==> src/rtl/sat_counter.sv <==
// Registered up-counter that sticks at its all-ones value instead of rolling over.
module sat_counter #(
  parameter int W = 16
) (
  input  logic         clk,
  input  logic         rst,
  input  logic         inc,
  output logic [W-1:0] count
);

  localparam logic [W-1:0] MAX_VAL = {W{1'b1}};
  localparam logic [W-1:0] ONE_VAL = W'(1'b1);

  logic [W-1:0] count_r;

  // Count register: increments on inc unless already saturated.
  always_ff @(posedge clk) begin
    if (rst) begin
      count_r <= {W{1'b0}};
    end else if (inc && (count_r != MAX_VAL)) begin
      count_r <= count_r + ONE_VAL;
    end else begin
      count_r <= count_r;
    end
  end

  assign count = count_r;

endmodule

==> config.mk <==
export PLATFORM = sky130hd
export DESIGN_NAME = sat_counter
export DESIGN_NICKNAME = d
export VERILOG_FILES = /design/src/rtl/sat_counter.sv
export SDC_FILE = /design/constraint.sdc
export NUM_CORES = 1
export LEC_CHECK = 0
export ABC_CLOCK_PERIOD_IN_PS = 1900
export BUFFER_PORTS_ARGS = -buffer_cell sky130_fd_sc_hd__buf_2
export CORE_MARGIN = 4
export CORE_UTILIZATION = 51
export DETAILED_ROUTE_END_ITERATION = 8
export PLACE_DENSITY = 0.84
export SYNTH_ARGS = -nofsm -noshare
export SYNTH_HDL_FRONTEND = slang
export SYNTH_SLANG_ARGS = --single-unit
==> constraint.sdc <==
create_clock -name clk -period 1.9 [get_ports clk]
set_input_delay 0.475 -clock clk [delete_from_list [all_inputs] [get_ports clk]]
set_output_delay 0.475 -clock clk [all_outputs]
set_load 0.005 [all_outputs]
# --- Yosys cells after proc, flatten, opt, wreduce, memory -nomap -nowiden ---
# Cells that the tools add are included.
classes:
  n_lt_le_gt_ge: 0
  muxes: 0
  n_eq_ne: 1
  reduce_logical: 1
  n_bitwise: 0
  mul: 0
  div: 0
  n_addsub: 1
  n_shift: 0
ops:
  columns: ["operator", "count"]
  rows:
  - ["16-bit by 1-bit adder with 16-bit output (second input constant)", 1]
  - ["16-bit != test (second input constant)", 1]
  - ["1-bit logical AND", 1]
totals:
  elab_cells: 4
  ram_bits: 0
  latch_bits: 0
  mem_bits_ro: 0
  reg_bits: 16
  mem_count: 0
  out_inout_bits: 16
  in_bits: 3

# --- Logic depth before layout (Yosys ltp) ---
# Gate-level depths: netlist of run 1.
logic_depth:
  word_depth: 2
  depth_mapped: 6
  mapped_depth_nobuf: 5

# --- Worst setup path before layout of run 1 ---
# Ideal clock, no wire load.
synth_timing:
  kind: "register to register"
  start: "reg count_r[5] (netlist: count[5])"
  end: "reg count_r[15] (netlist: count[15])"
  period_less_slack_ns: 1.619
  n_path_buf: 0
  stages_incl_launch_ff: 5
  arrival_ns: 1.549
  slack_ns: 0.281
  setup_time_ns: 0.070
  required_time_ns: 1.830
  path_cell_list: "dfxtp_1 nand4_4 or4_1 or4_1 a21oi_1"
synth_via:
  elab_chain_len: 2
  elab_cells_between_ends: 3
  classes_between: "add/sub (1); eq/ne (1); reduce/logical (1)"
synth_lines:
  columns: ["element", "line_no", "text"]
  rows:
  - ["start: declaration", "14", "logic [W-1:0] count_r;"]
  - ["start signal: assignment", "19", "count_r <= {W{1'b0}};"]
  - ["start signal: assignment", "21", "count_r <= count_r + ONE_VAL;"]
  - ["start signal: assignment", "23", "count_r <= count_r;"]
  - ["branches (longest 2 deep; another with 16-bit by 1-bit adder with 16-bit output)", null, null]
# Parallel ways; which one is timed is not known.
# A chain may end at the register's enable or synchronous reset.

# --- Worst setup path after layout of run 1 ---
layout_timing:
  start: "reg count_r[0] (netlist: count[0])"
  end: "reg count_r[9] (netlist: count[9])"
# The elaborated chain is that of the path after synthesis.

==> metrics.yaml, run 1 <==
clkSinkCount: 16
swShare_pct: 22.5
crit_start: "count[0]"
drv_cap: 0
yosys_register_bits: 16
htree_levels: 1
cts.repair.resized: 0
wl_mm: 1.96
r2r-start: "count[0]"
synthArstFlopShare_pct: 0
largest_register_ffs: 16
ys.flop_type: "dfxtp_1"
fin_cells: 136
synth_commonest_cells: "dfxtp_1, a21oi_1, or4_1"
worstSetupPathType: "register to register"
ctsHoldBuffers: 0
post-synth-top-area-fraction_pct: 37.8
cts_tree: "yes"
status: "completed"
p_int_uw: 463
fin_nets: 125
p_sw_uw: 135
yosysMostFrequentCell: "dfxtp_1"
r2r_end: "count[9]"
path_clk_slew_ps: 100
rows: 14
rsz0062_at_grt: "no"
first_pass_iters: 4
dp_slack_ps: 217
relSlewSlack_pct: 57.8
critPathArrivalTime_ps: 1940
leakagePower_uw: 0.000389
dp_cells: 132
diodes: 0
port_buffers: 18
ant_nets: 0
comb_power_share_pct: 3.7
detail_route.iter0.violations: 13
viasPerCell: 6.20
path_max_fanout: 10
reg2reg_depth: 6
grtUsageTotal_pct: 17.7
avgSynthCellArea_um2: 8.57
skew_ps: 2.33
io_pins: 19
clock.fmax_ghz: 0.586
antenna_found_initial: 0
layout-drive-gt1-share_pct: 24.2
area_growth_pct: 18.0
hp-class: "primary input to register"
synth.net_count: 103
required_ps: 2130
grt_pass1_vias: 775
maxSlewViolCount: 0
synthDistinctLibCells: 31
p_clk_share_pct: 39.1
p_total_uw: 598
syn_area_um2: 848
ys_seq_area_share_pct: 37.8
fin_ws_ps: 193
start_util_pct: 55.0
power.share.sequential_pct: 57.3
worstSetupEndpointType: "register"
dieHeight_um: 48.8
drc: 0
hold_depth: 3
timing.setup.tns_ps: 0
synth_top_area_cell: "dfxtp_1"
die_x_um: 48.8
yosys_warnings: 0
grt_max_degree: 18
period_share_pct: 89.8
dieArea_um2: 2380
p_per_area_nw_per_um2: 597
cts_buffers: 3
gr-total-overflow: 0
synth-edff-count: 0
dp_hpwl_mm: 1.41
postCtsSetupBuffers: 0
n_fill_cell: 137
timing.final.crit_period_ps: 1710
r2r_setup_slack_ps: 190
wl_per_cell_um: 14.4
start_kind: "register"
vdd_drop_max_mv: 0.396
synth_area_leaders: "dfxtp_1, or4_1, a21oi_1"
worst_slew_pin_slew_ps: 625
hold_end: "count[1]"
place.gp.congestion: 0.791
clockBufferDepth: 2
min_from: "inc"
clkLatencyLatePin_ps: 290
core_um2: 1540
vias: 843
finalSetupViolCount: 0
finalHoldViolCount: 0
synthCells: 99
cts-root-buf: "clkbuf_4"
grt_pass1_wl_mm: 3.42
==> critical path: stages (launching register included) <==
cell and delay [ps]:
dfxtp_1 360, ha_1 260, nand3_1 150, nor4_4 60, buf_4 170, or4_1 510, a21oi_1 140
==> logic make-up (layout without fill, tap and decap cells) <==
group	after synthesis	after routing	share of synthesized area (%)
buffers and inverters	7	28	3.24
XOR/XNOR	2	2	2.07
flip-flops	16	16	37.8
AO/OA/AOI/OAI	23	23	16.5
adder cells (fa/ha/maj)	1	1	1.47
multiplexers	2	2	2.51
AND/OR/NAND/NOR	48	48	36.4
==> routing by layer <==
metal,vias up,GRT usage [%],wire length (um)
li1,430,-,-
met1,384,21.1,873
met2,22,29.1,956
met3,7,3.98,71
met4,0,9.87,55
met5,-,0,0
==> placed cells by master (no fill, tap or decap), types with 2 or more instances in the layout <==
| cell | count |
|---|---|
| nand4_1 | 3 |
| nand2_1 | 6 |
| dfxtp_1 | 16 |
| nor4_1 | 2 |
| o31ai_1 | 6 |
| buf_4 | 3 |
| buf_2 | 18 |
| nor2_1 | 6 |
| and4_1 | 3 |
| or3_1 | 3 |
| o21ai_0 | 4 |
| nor2b_1 | 2 |
| clkbuf_4 | 3 |
| nand3_1 | 6 |
| xnor2_1 | 2 |
| inv_1 | 3 |
| a21oi_1 | 10 |
| or4_1 | 7 |
| nor3_1 | 4 |
==> power by group through the flow <==
stage	logic (uW)	registers (uW)	clock network (uW)
6_report	21.9	343	233
5_1_grt	24.9	343	258
4_1_cts	22.2	343	236
3_5_place_dp	22.1	350	0
3_3_place_gp	20.4	350	0
2_1_floorplan	12.2	350	0
==> worst max-delay path by stage <==
stage                 to
2_1_floorplan  count[15]
3_3_place_gp   count[15]
3_5_place_dp   count[15]
4_1_cts        count[15]
5_1_grt        count[15]
6_report        count[9]
==> final cells by class <==
type,count,area [um^2],area share (%)
clock buffers,4,36.3,3.62
inverters,3,11.3,1.13
multi-input cells,76,500,50.0
flip-flops and latches,16,320,32.0
well taps,16,20.0,2.00
repair buffers,21,113,11.3
==> stage by stage <==
stage / area [um^2] / util [%] / hold slack (ps)
after global routing: 1000 / 64.9 / 514
final: 1000 / 64.9 / 506
after detailed placement: 965 / 62.6 / 525
after CTS: 1000 / 64.9 / 509
after floorplan: 848 / - / 504
after global placement: 965 / 62.6 / 510
No activity file was read; power rests on OpenSTA's default activity.
==> run 2: changes to the inputs <==
--- a/config.mk
+++ b/config.mk
@@ -10,7 +10,9 @@
 export CORE_MARGIN = 4
 export CORE_UTILIZATION = 51
 export DETAILED_ROUTE_END_ITERATION = 8
+export GPL_ROUTABILITY_DRIVEN = 0
 export PLACE_DENSITY = 0.84
+export RECOVER_POWER = 100
 export SYNTH_ARGS = -nofsm -noshare
 export SYNTH_HDL_FRONTEND = slang
 export SYNTH_SLANG_ARGS = --single-unit
==> run 2 against run 1 <==
Net effect:
- worst setup slack gained 4.7 ps
- cell area shrank 2.0%
- clock skew rose by 1.2 ps
- critical path depth is 2 lower
- global-route usage unchanged
- clock power barely moved
- first-iteration DRC count decreased by 15%
- utilization down 1.3 points
- combinational power decreased by 4%
- wire length shrank 1.9%
- clock-buffer cell count did not move
- non-clock buffer count unchanged
- critical path type unchanged
==> metrics.yaml, run 2 (synthesis results as in run 1) <==
status: "completed"
clock.fmax_ghz: 0.587
most-common-layout-cells: "dfxtp_1, buf_2, a21oi_1, or4_1"
hp-class: "primary input to register"
start_kind: "register"
finalSetupViolCount: 0
p_clk_share_pct: 38.9
rows: 14
final_common_cell: "dfxtp_1"
ctsHoldBuffers: 0
swShare_pct: 22.2
crit_start: "count[10]"
vias: 847
relSlewSlack_pct: 59.5
detail_route.iter0.violations: 11
fin_area_um2: 981
r2r_end: "count[15]"
vdd_drop_max_mv: 0.392
fin_ws_ps: 198
r2r-start: "count[10]"
die_x_um: 48.8
cts.repair.resized: 0
cts_buffers: 3
grt_pass1_vias: 775
holdWs_ps: 509
htree_levels: 1
maxSlewViolCount: 0
p_per_area_nw_per_um2: 606
cts_tree: "yes"
fin_nets: 125
postCtsSetupBuffers: 0
skew_ps: 3.53
dp_hpwl_mm: 1.41
clkSinkCount: 16
r2r_setup_slack_ps: 200
wl_per_cell_um: 14.1
gr-total-overflow: 0
grtUsageTotal_pct: 17.7
diodes: 0
leakagePower_uw: 0.000350
clockBufferDepth: 2
cts-root-buf: "clkbuf_4"
clkLatencyLatePin_ps: 290
port_buffers: 18
io_pins: 19
antenna_found_initial: 0
viasPerCell: 6.23
fin_util_pct: 63.6
comb_power_share_pct: 3.5
layout-drive-gt1-share_pct: 20.0
area_growth_pct: 15.6
power.share.sequential_pct: 57.6
p_int_uw: 462
finalHoldViolCount: 0
dieHeight_um: 48.8
grt_max_degree: 18
period_share_pct: 89.6
largest_register_ffs: 16
path_max_fanout: 7
required_ps: 2130
grt_pass1_wl_mm: 3.42
ant_nets: 0
first_pass_iters: 4
drc: 0
worst_slew_pin_slew_ps: 600
timing.final.crit_period_ps: 1700
start_util_pct: 55.0
worstSetupPathType: "register to register"
timing.setup.tns_ps: 0
critPathArrivalTime_ps: 1930
hold_depth: 3
placed_area_um2: 965
min_from: "inc"
reg2reg_depth: 4
core_um2: 1540
hold_end: "count[1]"
path_clk_slew_ps: 100
drv_cap: 0
rsz0062_at_grt: "no"
worstSetupEndpointType: "register"
dp_slack_ps: 217
p_sw_uw: 132
dieArea_um2: 2380
wl_mm: 1.92
## run 2: cell count changes in the layout (fill, tap and decap cells not counted)
| cell | delta |
|---|---|
| buf_4 | -2 |
| clkbuf_1 | +5 |
| buf_2 | -4 |
| clkbuf_2 | +1 |
| nor4_4 | -1 |
| nor4_2 | +1 |
## run 2: power groups by stage
stage	clock network (uW)	logic, uW	registers, uW
2_1_floorplan	0	12.2	350
3_3_place_gp	0	20.4	350
3_5_place_dp	0	22.1	350
4_1_cts	236	22.2	343
5_1_grt	258	24.0	343
6_report	231	21.0	342
## run 2: final cells by class
class	count	area, um^2
clock buffer	4	36.3
multi-input combinational	76	492
sequential	16	320
tap	16	20.0
fill	143	561
inverter	3	11.3
timing repair buffer	21	101
## run 2: critical path, stage by stage, from the launching register on
cell and delay (ps):
dfxtp_1 440, nand3_1 150, or4_1 510, or4_1 400
a21oi_1 140
## run 2: through the flow
step	cells	total power (uW)
after floorplan	99	362
after detailed placement	132	372
after CTS	136	601
after global routing	136	625
after global placement	132	370
final	136	595
## run 2: worst max path at each step
| stage | to | slack [ps] | cells past startpoint |
|---|---|---|---|
| after floorplan | count[15] | 280 | 4 |
| after global placement | count[15] | 240 | 4 |
| after detailed placement | count[15] | 220 | 4 |
| after CTS | count[15] | 200 | 4 |
| after global routing | count[15] | 70 | 4 |
| final | count[15] | 200 | 4 |
## run 2: per-layer routing
| layer | track usage, % | routed length, um | vias to the layer above |
|---|---|---|---|
| met5 | 0 | 0 | - |
| met1 | 21.1 | 827 | 396 |
| li1 | - | - | 427 |
| met4 | 9.87 | 55 | 0 |
| met2 | 29.1 | 971 | 16 |
| met3 | 3.98 | 66 | 8 |
